### config.mk
export PLATFORM = sky130hd
export DESIGN_NAME = dbg_mem_bridge
export DESIGN_NICKNAME = d
export VERILOG_FILES = /design/src/rtl/dbg_mem_bridge.sv
export SDC_FILE = /design/constraint.sdc
export NUM_CORES = 1
export LEC_CHECK = 0
export BUFFER_PORTS_ARGS = -buffer_cell sky130_fd_sc_hd__buf_2
export CORE_MARGIN = 3
export CORE_UTILIZATION = 39
export CTS_CLUSTER_DIAMETER = 100
export CTS_CLUSTER_SIZE = 24
export DETAILED_ROUTE_END_ITERATION = 16
export PLACE_DENSITY = 0.67
export SETUP_SLACK_MARGIN = 0.4
export SLEW_MARGIN = 20
export SYNTH_ARGS = -nofsm -noshare
export SYNTH_HDL_FRONTEND = slang
export SYNTH_SLANG_ARGS = --single-unit
### constraint.sdc
create_clock -name clk -period 2 [get_ports clk]
set_input_delay 0.2 -clock clk [delete_from_list [all_inputs] [get_ports clk]]
set_output_delay 0.2 -clock clk [all_outputs]
set_load 0.01 [all_outputs]
### src/rtl/dbg_mem_bridge.sv
// dbg_mem_bridge: turns debug command processor accesses into req/ack
// memory accesses, with a 1-word read cache of the current address.
module dbg_mem_bridge #(
    parameter int unsigned TIMEOUT_CYCLES = 256,
    parameter logic [31:0] READ_ERR_VALUE = 32'hDEADBEEF
) (
    input  logic        clk,
    input  logic        rst_n,
    input  logic [31:0] addr,
    input  logic        data_imem_p_dmem_n,
    input  logic [31:0] data_out,
    input  logic        data_out_ready,
    input  logic        cpu_halt,
    output logic [31:0] data_in,
    output logic        data_in_valid,
    output logic        data_write_complete,
    output logic        mem_req,
    output logic        mem_we,
    output logic        mem_imem_p_dmem_n,
    output logic [31:0] mem_addr,
    output logic [31:0] mem_wdata,
    input  logic [31:0] mem_rdata,
    input  logic        mem_ack,
    output logic        timeout_err
);

    typedef enum logic [1:0] {
        S_IDLE,
        S_READ,
        S_WRITE,
        S_WDONE
    } state_t;

    localparam int unsigned CW =
        (TIMEOUT_CYCLES > 1) ? $clog2(TIMEOUT_CYCLES) : 1;
    localparam logic [CW-1:0] CNT_LAST =
        CW'((TIMEOUT_CYCLES > 0) ? TIMEOUT_CYCLES - 1 : 0);
    localparam bit TO_EN = (TIMEOUT_CYCLES != 0);

    state_t        r_state;
    logic          r_cvalid;
    logic [29:0]   r_ctag;
    logic          r_cspace;
    logic [31:0]   r_data_in;
    logic          r_armed;
    logic          r_req;
    logic          r_we;
    logic          r_space;
    logic [31:0]   r_addr;
    logic [31:0]   r_wdata;
    logic [CW-1:0] r_cnt;
    logic          r_terr;
    logic          r_wc;

    logic          w_hit;
    logic          w_timeout;
    logic          w_unused;

    // Cache hit only when the bridge is idle and the CPU cannot touch memory
    always_comb begin
        w_hit = r_cvalid & cpu_halt & (r_state == S_IDLE)
              & (r_ctag == addr[31:2])
              & (r_cspace == data_imem_p_dmem_n);
        w_timeout = TO_EN && (r_cnt == CNT_LAST);
    end

    assign w_unused = ^addr[1:0];

    // Access FSM, cache and handshake registers
    always_ff @(posedge clk or negedge rst_n) begin
        if (!rst_n) begin
            r_state   <= S_IDLE;
            r_cvalid  <= 1'b0;
            r_ctag    <= '0;
            r_cspace  <= 1'b0;
            r_data_in <= '0;
            r_armed   <= 1'b0;
            r_req     <= 1'b0;
            r_we      <= 1'b0;
            r_space   <= 1'b0;
            r_addr    <= '0;
            r_wdata   <= '0;
            r_cnt     <= '0;
            r_terr    <= 1'b0;
            r_wc      <= 1'b0;
        end else begin
            unique case (r_state)
                S_IDLE: begin
                    if (!cpu_halt) begin
                        r_state <= S_IDLE;
                    end else if (data_out_ready && r_armed) begin
                        r_state  <= S_WRITE;
                        r_req    <= 1'b1;
                        r_we     <= 1'b1;
                        r_space  <= data_imem_p_dmem_n;
                        r_addr   <= {addr[31:2], 2'b00};
                        r_wdata  <= data_out;
                        r_cnt    <= '0;
                        r_cvalid <= 1'b0;
                    end else if (!w_hit) begin
                        r_state <= S_READ;
                        r_req   <= 1'b1;
                        r_we    <= 1'b0;
                        r_space <= data_imem_p_dmem_n;
                        r_addr  <= {addr[31:2], 2'b00};
                        r_wdata <= data_out;
                        r_cnt   <= '0;
                    end
                end
                S_READ: begin
                    if (mem_ack || w_timeout) begin
                        r_state   <= S_IDLE;
                        r_req     <= 1'b0;
                        r_data_in <= mem_ack ? mem_rdata : READ_ERR_VALUE;
                        r_cvalid  <= 1'b1;
                        r_ctag    <= r_addr[31:2];
                        r_cspace  <= r_space;
                        if (!mem_ack) begin
                            r_terr <= 1'b1;
                        end
                    end else begin
                        r_cnt <= r_cnt + 1'b1;
                    end
                end
                S_WRITE: begin
                    if (mem_ack || w_timeout) begin
                        r_state <= S_WDONE;
                        r_req   <= 1'b0;
                        r_wc    <= 1'b1;
                        if (!mem_ack) begin
                            r_terr <= 1'b1;
                        end
                    end else begin
                        r_cnt <= r_cnt + 1'b1;
                    end
                end
                S_WDONE: begin
                    r_armed <= 1'b0;
                    if (!data_out_ready) begin
                        r_state <= S_IDLE;
                        r_wc    <= 1'b0;
                    end
                end
            endcase
            // A released request re-arms the next write, overriding WDONE
            if (!data_out_ready) begin
                r_armed <= 1'b1;
            end
            // A running CPU may change memory, so the cache can never hold
            if (!cpu_halt) begin
                r_cvalid <= 1'b0;
            end
        end
    end

    assign data_in             = r_data_in;
    assign data_in_valid       = w_hit;
    assign data_write_complete = r_wc;
    assign mem_req             = r_req;
    assign mem_we              = r_we;
    assign mem_imem_p_dmem_n   = r_space;
    assign mem_addr            = r_addr;
    assign mem_wdata           = r_wdata;
    assign timeout_err         = r_terr;

endmodule

==> metrics.yaml <==
routing:
  vias_per_cell: 5.158
  wl_per_cell_um: 17.57
  ant_nets: 0
  drcViolationCount: 0
  via_count: 5024
  finalWirelength_mm: 17.11
  drt-initial-drc-count: 318
  drtPass1Iterations: 4
setup_path:
  worstPathMaxFanout: 2
  crit_type: "reg -> out"
  cp-end-kind: "primary output"
  crit_chain: "xor2_2 > buf_4 > nor4_2 > nand2_1 > nor3_2 > buf_2"
  critical_path_buf_inv_count: 2
  worst_path_max_delay_cell: "dfrtp_1"
  reg2reg_depth: 7
  cp.required_ns: 1.80
  worst_path_largest_cell_delay_ns: 0.42
  cp_data_arrival_time_ns: 2.01
  worst-path-stages: 6
  worst_setup_path_start_kind: "flop"
  crit_family: "simple AND/OR/NAND/NOR gates"
floorplanning:
  boundaryPins: 204
  dieArea_um2: 16980
  rows: 44
  core_um2: 14810
  start_util_pct: 40.71
  die_width_um: 130.3
  die_h_um: 130.3
grt:
  grt_pass1_vias: 5181
  grt_max_degree: 53
  antenna_found_initial: 0
  grt_pass1_wl_mm: 26.29
  grt_use_total_pct: 19.96
  grt_overflow: 0
synthesis:
  synth_top_family_by_area: "multiplexers"
  synth_compound_area_share_pct: 8.302
  synthMuxAreaShare_pct: 12.47
  synth_top_area_share_pct: 58.95
  ys_ff_latch: 142
  syn_area_um2: 6028
  synth_edf_count: 0
  synth_fa_ha_area_share_pct: 1.245
  ys_seq_area_share_pct: 58.95
  synthSimpleGateAreaFrac_pct: 12.22
  synth_area_leaders: "dfrtp_1 (59%), mux2_2 (12%), nand2_1 (6.8%)"
  synth-xor-area-share_pct: 4.504
  netlist_top_cells_count: "dfrtp_1 (142), nand2_1 (109), mux2_2 (65)"
  synth_cell_types: 42
  yosysWarnings: 0
  synth_area_leader_cell: "dfrtp_1"
  synthCells: 503
  yosysMostFrequentCell: "dfrtp_1"
  syn_avg_cell_area_um2: 11.98
  synthArstFlopShare_pct: 100.0
  synthFlopType: "dfrtp_1"
power:
  p_clk_share_pct: 22.3
  internal_power_mw: 9.175
  netSwitchingPower_mw: 5.071
  p_leak_nw: 4.299
  combPwrFrac_pct: 41.5
  power_frac_seq_pct: 36.3
  switching_share_pct: 35.60
  ir_drop_mv: 0.7471
  cellPowerDensity_nw_per_um2: 1572
clock_network:
  htree_levels: 4
  clock_sinks: 142
  cts_buffer_depth: 2
  cts_buffers: 17
  clkLatencyLatePin_ns: 0.41
  cts_tree: "built"
  cts_root_buf: "clkbuf_16"
  path_clk_slew_ns: 0.06
timing:
  tns_ns: -11.58
  period_needed_ns: 2.206
  worst_slew_pin_slew_ns: 0.5136
  slew_headroom_pct: 65.76
  finalMaxSlewViolations: 0
  post-route-period-util_pct: 110.3
  clock-skew-final_ns: 0.008142
  setup_ws_ns: -0.2064
  rsz0062_at_grt: "true"
  hold_viol: 0
  final-setup-viol-count: 75
  fmax_mhz: 453.2
cells_and_area:
  drive_above_1_share_pct: 52.98
  utilization_pct: 61.18
  finalNonFillerCells: 974
  final_nets: 884
  syn_to_final_growth_pct: 50.29
placement:
  place_hpwl_mm: 11.06
  io_buffers: 199
  gp_congestion: 0.7972
  place_inst: 886
min_path:
  hp-class: "in -> reg"
  hold_path_depth: 2
status:
  violations: "negative setup slack"
  outcome: "complete, but fails checks"
run:
  max-cap-violations: 0
[state kept, by name, summed over array words and instances (netlist names)]
register             flops
data_in                 32
data_write_complete      1
mem_addr                30
mem_imem_p_dmem_n        1
mem_req                  1
mem_wdata               32
mem_we                   1
r_armed                  1
r_cnt                    8
r_cspace                 1
r_ctag                  30
r_cvalid                 1
r_state                  2
timeout_err              1
[power groups by stage]
stage	Clock, mW	Combinational [mW]	Sequential, mW
final	3.17	5.91	5.17
after global routing	3.38	6.41	5.35
after CTS	3.24	5.55	5.09
after detailed placement	0	5.11	5.08
after global placement	0	4.95	5.00
after floorplan	0	2.60	5.47
[routing by layer]
layer | vias up | wire (um) | GRT usage [%]
li1 | 2311 | - | -
met1 | 2491 | 6955 | 25.32
met2 | 193 | 8835 | 32.68
met3 | 29 | 981 | 4.707
met4 | 0 | 337 | 8.741
met5 | - | 0 | 0
[cell type report]
class | count | area, um^2
Antenna cell | 1 | 2.502
Tap cell | 184 | 230.2
Fill cell | 1138 | 5749
Inverter | 4 | 15.01
Clock buffer | 23 | 488.0
Clock inverter | 9 | 106.4
Timing Repair Buffer | 280 | 1971
Multi-Input combinational cell | 331 | 2693
Sequential cell | 142 | 3555
[layout by cell type, fill, tap and decap left out, types with 4 or more instances in the layout]
cell           instances
a22o_1                 9
buf_12                11
buf_2                198
buf_4                 22
buf_6                 13
clkbuf_16             19
clkbuf_8               4
clkinv_2               4
dfrtp_1              141
dlygate4sd3_1         30
ha_1                   5
mux2_2                65
nand2_1               64
nand2_2               28
nand2_4               16
nand3_1                6
nor2_1                 4
nor4_1                 9
o211ai_1               5
o21ai_0                8
o22a_1                24
xor2_1                30
[what timing repair did]
action	in CTS	in global routing
pin swaps	19	52
buffers inserted	12	5
hold buffers	27	3
gates cloned	4	4
hold endpoints to repair	74	3
gates resized for setup	48	57
endpoints found under the setup margin	140	141
[metrics by stage]
| stage | power (mW) | worst slack [ns] | instance area (um^2) | hold slack (ns) |
|---|---|---|---|---|
| after CTS | 13.88 | -0.1534 | 8691 | 0.0001459 |
| after floorplan | 8.069 | 0.03225 | 6148 | -0.09559 |
| after detailed placement | 10.19 | -0.2440 | 7482 | 0.1989 |
| after global placement | 9.952 | -0.1753 | 7482 | 0.1894 |
| final | 14.25 | -0.2064 | 9060 | 0.01184 |
| after global routing | 15.14 | -0.3057 | 9057 | 0.002672 |
[cell families after synthesis]
family	after synthesis
AO/OA/AOI/OAI	65
other	1
XOR/XNOR	31
multiplexers	67
buffers and inverters	31
AND/OR/NAND/NOR	160
adder cells (fa/ha/maj)	6
flip-flops	142
[worst paths after layout]
kind | end | startpoint | slack [ns]
worst min register to register | r_ctag[24] | mem_addr[26] | 0.49
min in group asynchronous | data_in[26] | rst_n | 0.33
worst max register to register | mem_addr[28] | r_ctag[14] | -0.18
worst min-delay path | data_in[5] | mem_rdata[5] | 0.01
worst max-delay path | data_in_valid | r_ctag[19] | -0.21
max in group asynchronous | mem_addr[25] | rst_n | 1.10
(Power assumes the default switching activity.)
